$ cat src/rtl/matrix_add_arbiter.sv
// Round-robin sequencer that shares one combinational matrix adder between two requesters.
// Define MATRIX_ADD_ARB_FIXED_PRI_EN for fixed priority (requester 0 wins simultaneous requests).
module matrix_add_arbiter #(
  parameter int ELEM_W        = 8,
  parameter int MAX_DIM       = 5,
  parameter int SETTLE_CYCLES = 1,
  localparam int MW           = MAX_DIM * MAX_DIM * ELEM_W
) (
  input  logic          clk,
  input  logic          reset,
  input  logic          req0,
  input  logic [2:0]    m0,
  input  logic [2:0]    n0,
  input  logic [MW-1:0] a0,
  input  logic [MW-1:0] b0,
  input  logic          req1,
  input  logic [2:0]    m1,
  input  logic [2:0]    n1,
  input  logic [MW-1:0] a1,
  input  logic [MW-1:0] b1,
  output logic [2:0]    au_m,
  output logic [2:0]    au_n,
  output logic [MW-1:0] au_a,
  output logic [MW-1:0] au_b,
  input  logic [MW-1:0] au_sum,
  input  logic          au_valid,
  input  logic          au_error,
  output logic [MW-1:0] result,
  output logic          result_err,
  output logic          done0,
  output logic          done1,
  output logic          busy,
  output logic          owner
);

  localparam int            CW       = (SETTLE_CYCLES > 1) ? $clog2(SETTLE_CYCLES) : 1;
  localparam logic [CW-1:0] CNT_LAST = CW'(SETTLE_CYCLES - 1);
  localparam logic [3:0]    DIM_MAX  = 4'(MAX_DIM);

  typedef enum logic [1:0] {
    IDLE,
    RUN,
    REJ
  } state_t;

  state_t        state, state_nxt;
  logic          pend0, pend1;
  logic [CW-1:0] cnt;
  logic          grant, win, win_ok;
  logic          cap_run, cap_rej;

  function automatic logic dims_ok(input logic [2:0] m, input logic [2:0] n);
    return (m != 3'd0) && ({1'b0, m} <= DIM_MAX) &&
           (n != 3'd0) && ({1'b0, n} <= DIM_MAX);
  endfunction

  always_ff @(posedge clk or posedge reset) begin
    if (reset) state <= IDLE;
    else       state <= state_nxt;
  end

  always_comb begin
    state_nxt = state;
    grant     = 1'b0;
    win       = 1'b0;
    win_ok    = 1'b0;
    cap_run   = 1'b0;
    cap_rej   = 1'b0;
`ifdef MATRIX_ADD_ARB_FIXED_PRI_EN
    win = ~pend0;
`else
    // On a tie the requester that was not served last wins.
    win = (pend0 && pend1) ? ~owner : pend1;
`endif
    win_ok = win ? dims_ok(m1, n1) : dims_ok(m0, n0);
    case (state)
      IDLE: begin
        if (pend0 || pend1) begin
          grant     = 1'b1;
          state_nxt = win_ok ? RUN : REJ;
        end
      end
      RUN: begin
        if (cnt == CNT_LAST) begin
          cap_run   = 1'b1;
          state_nxt = IDLE;
        end
      end
      REJ: begin
        cap_rej   = 1'b1;
        state_nxt = IDLE;
      end
      default: state_nxt = IDLE;
    endcase
  end

  assign busy = (state != IDLE);

  always_ff @(posedge clk or posedge reset) begin
    if (reset) begin
      pend0      <= 1'b0;
      pend1      <= 1'b0;
      owner      <= 1'b1;
      cnt        <= '0;
      au_m       <= '0;
      au_n       <= '0;
      au_a       <= '0;
      au_b       <= '0;
      result     <= '0;
      result_err <= 1'b0;
      done0      <= 1'b0;
      done1      <= 1'b0;
    end else begin
      // A request arriving on the granting edge re-arms the pending bit.
      pend0 <= (pend0 & ~(grant & ~win)) | req0;
      pend1 <= (pend1 & ~(grant & win)) | req1;

      if (grant) begin
        owner <= win;
        cnt   <= '0;
        if (win_ok) begin
          au_m <= win ? m1 : m0;
          au_n <= win ? n1 : n0;
          au_a <= win ? a1 : a0;
          au_b <= win ? b1 : b0;
        end
      end else if (state == RUN && !cap_run) begin
        cnt <= cnt + 1'b1;
      end

      if (cap_run) begin
        result     <= au_sum;
        result_err <= au_error | ~au_valid;
      end else if (cap_rej) begin
        result     <= '0;
        result_err <= 1'b1;
      end

      done0 <= (cap_run | cap_rej) & ~owner;
      done1 <= (cap_run | cap_rej) & owner;
    end
  end

endmodule

$ cat config.mk
export PLATFORM = sky130hd
export DESIGN_NAME = matrix_add_arbiter
export DESIGN_NICKNAME = d
export VERILOG_FILES = /design/src/rtl/matrix_add_arbiter.sv
export SDC_FILE = /design/constraint.sdc
export NUM_CORES = 1
export LEC_CHECK = 0
export ABC_AREA = 0
export BUFFER_PORTS_ARGS = -buffer_cell sky130_fd_sc_hd__clkbuf_2
export CAP_MARGIN = 10
export CORE_AREA = 3 3 643 645
export CTS_CLUSTER_DIAMETER = 60
export DETAILED_ROUTE_END_ITERATION = 10
export DIE_AREA = 0 0 646 648
export SLEW_MARGIN = 30
export SYNTH_ARGS = -nofsm -noshare
export SYNTH_HDL_FRONTEND = slang
export SYNTH_SLANG_ARGS = --single-unit
$ cat constraint.sdc
create_clock -name clk -period 37.3 [get_ports clk]
set_input_delay 1.865 -clock clk [delete_from_list [all_inputs] [get_ports clk]]
set_output_delay 1.865 -clock clk [all_outputs]
set_load 0.1 [all_outputs]
==> impl_metrics.env <==
export IMPL_synth_fa_ha_area_frac=0
export IMPL_tns_ns=0
export IMPL_port_buffers=1628
export IMPL_cp_max_fo=72
export IMPL_synth_top_family_by_area="multiplexers"
export IMPL_fin_crit_ns=5.42
export IMPL_synth_xor_area_frac=0
export IMPL_nets=4440
export IMPL_whs_path_depth=1
export IMPL_crit_slowest_cell="buf_4"
export IMPL_max_freq_ghz=0.185
export IMPL_grt_overflow=0
export IMPL_cts_root_buf="clkbuf_16"
export IMPL_ant_nets=0
export IMPL_drtIter0Drc=1514
export IMPL_syn_cell_area_mm2=0.0272
export IMPL_cts_sinks=615
export IMPL_clk_latency_ns=0.87
export IMPL_status="completed"
export IMPL_hold_class="reg2reg"
export IMPL_grt_first_pass_wirelength_mm=325
export IMPL_route_detailed_drc=0
export IMPL_timing_hold_ws_ns=0.484
export IMPL_r2r_end="au_a[43]"
export IMPL_post_cts_resized=0
export IMPL_worstHoldStart="au_b[24]"
export IMPL_grt_pass1_vias=23624
export IMPL_syn_nets=2813
export IMPL_ys_types=29
export IMPL_ys_ff_latch=615
export IMPL_cpMostUsedCell="buf_4"
export IMPL_core_mm2=0.409
export IMPL_finalMaxSlewViolations=0
export IMPL_cp_top_family="buffers and inverters"
export IMPL_finalWirelength_mm=277
export IMPL_die_width_um=646
export IMPL_cp_data_arrival_time_ns=6.06
export IMPL_start_util=0.0666
export IMPL_holdPathEnd="au_b[24]"
export IMPL_min_period_over_period=0.145
export IMPL_timing_rr_start="owner"
export IMPL_rsz0062_at_grt="false"
export IMPL_rrSetupSlack_ns=32.26
export IMPL_final_util=0.111
export IMPL_finalHoldViolCount=0
export IMPL_place_congestion=0.939
export IMPL_grt_max_degree=109
export IMPL_path_class="in2reg"
export IMPL_clk_path_buf_depth=4
export IMPL_cts_setup_buffers=0
export IMPL_syn_avg_cell_area_um2=15.2
export IMPL_cp_end_kind="register"
export IMPL_synth_compound_area_frac=0.0673
export IMPL_slowest_delay_ns=0.83
export IMPL_cts_hold_buf=0
export IMPL_row_count=235
export IMPL_required_ns=37.94
export IMPL_crit_chain="clkbuf_2 > a22o_1 > or4_1 > a21oi_4 > buf_4 > buf_4 > buf_4 > buf_4 > mux2_2"
export IMPL_cp_start_kind="input port"
export IMPL_cap_viol_max_count=0
export IMPL_fin_worst_skew_ns=0.126
export IMPL_drtPass1Iterations=7
export IMPL_fillers=46873
export IMPL_syn2layout_area_growth_pct=66.9
export IMPL_cp_num_buf_inv=5
export IMPL_post_layout_nonfiller_instances=9000
export IMPL_dp_cells=8768
export IMPL_ys_seq_area_frac=0.566
export IMPL_dieArea_mm2=0.419
export IMPL_tightest_slew_ns=1.06
export IMPL_numCtsBuffers=103
export IMPL_reg2reg_depth=9
export IMPL_yosysWarnings=0
export IMPL_slew_headroom=0.295
export IMPL_drive_gt1_frac=0.716
export IMPL_yosys_area_share_simple=0.00308
export IMPL_hpwl_mm=247
export IMPL_viasPerCell=2.70
export IMPL_die_h_um=648
export IMPL_cts_max_level=3
export IMPL_num_vias=24315
export IMPL_grt_use_total=0.126
export IMPL_synthMuxAreaShare=0.336
export IMPL_ioPinCount=1629
export IMPL_setup_viol=0
export IMPL_clk_pin_slew_ns=0.06
export IMPL_synthCells=1795
export IMPL_wl_per_cell_um=30.8
export IMPL_grt_antenna_before_repair=306
export IMPL_cts_tree="built"
## how the worst max path moves through the flow
stage,from,end,slack (ns),cells after the start
floorplan,reset,au_a[0],18.22,1
global placement,m0[1],au_b[68],31.10,9
detailed placement,m0[1],au_a[61],31.06,9
CTS,m0[1],au_a[61],31.94,9
global route,n0[1],au_a[55],31.74,9
finish,n0[1],au_a[43],31.88,9
## area by class of cell
class	instances	area, µm²	area share
Antenna cell	47	118	0.00259
Clock inverter	58	648	0.0143
Clock buffer	127	2790	0.0614
Inverter	6	30.0	0.000661
Multi-Input combinational cell	1040	11100	0.244
Tap cell	5451	6820	0.150
Sequential cell	615	15400	0.339
Timing Repair Buffer	1656	8500	0.187
## flip-flops by register name, summed over array words and instances (netlist names)
register,count
au_a,200
au_b,200
result,200
au_m,3
au_n,3
state,2
cnt,1
done0,1
done1,1
owner,1
pend0,1
pend1,1
result_err,1
## logic make-up (layout without fill, tap and decap cells)
| family | after synthesis | after routing |
|---|---|---|
| buf+inv | 140 | 1847 |
| flops | 615 | 615 |
| compound gates | 212 | 212 |
| simple gates | 16 | 16 |
| other cells | 0 | 47 |
| mux | 812 | 812 |
## Yosys cell counts
library cell | count | area (µm²)
buf_4 | 1 | 7.51
dfstp_2 | 1 | 26.3
mux2_2 | 672 | 7570
buf_8 | 2 | 30.0
mux2_1 | 140 | 1580
buf_6 | 24 | 270
o21bai_1 | 1 | 7.51
o21ai_0 | 2 | 10.0
or3_1 | 2 | 12.5
a22o_1 | 201 | 1760
nand4_1 | 1 | 6.26
buf_2 | 22 | 110
a31oi_1 | 1 | 6.26
or4_1 | 1 | 7.51
a21o_1 | 1 | 7.51
nor2_1 | 4 | 15.0
a32oi_1 | 1 | 8.76
nor2b_1 | 1 | 6.26
a22oi_1 | 1 | 7.51
nand2b_1 | 2 | 12.5
a21boi_1 | 1 | 7.51
dfrtp_1 | 614 | 15400
and3_1 | 1 | 6.26
a21oi_1 | 3 | 15.0
nor3_1 | 2 | 10.0
inv_1 | 6 | 22.5
nand2_1 | 2 | 7.51
clkbuf_1 | 83 | 312
buf_1 | 2 | 7.51
## layout by cell type, fill, tap and decap left out, drive strengths merged, types with 3 or more instances in the layout
| cell | count |
|---|---|
| dfrtp | 614 |
| a21oi | 3 |
| mux2 | 812 |
| clkinv | 18 |
| bufinv | 8 |
| inv | 29 |
| diode | 47 |
| buf | 29 |
| nor2 | 4 |
| clkbuf | 1754 |
| clkinvlp | 9 |
| a22o | 201 |
## metrics by stage
stage / cell area (µm²) / setup WS, ns
3_3_place_gp: 41800 / 31.10
4_1_cts: 45300 / 31.94
2_1_floorplan: 27200 / 18.22
5_1_grt: 45400 / 31.74
3_5_place_dp: 41800 / 31.06
6_report: 45400 / 31.88
## metal layers
layer,share of wire,global-route usage,vias to the layer above
met3,0.17,0.0996,772
met5,0.0022,0,-
li1,-,-,10004
met2,0.44,0.199,1778
met4,0.059,0.0592,90
met1,0.32,0.119,11671
Power is not shown: default switching activity piles up to over one toggle a cycle in this logic, so the estimate is an artifact.
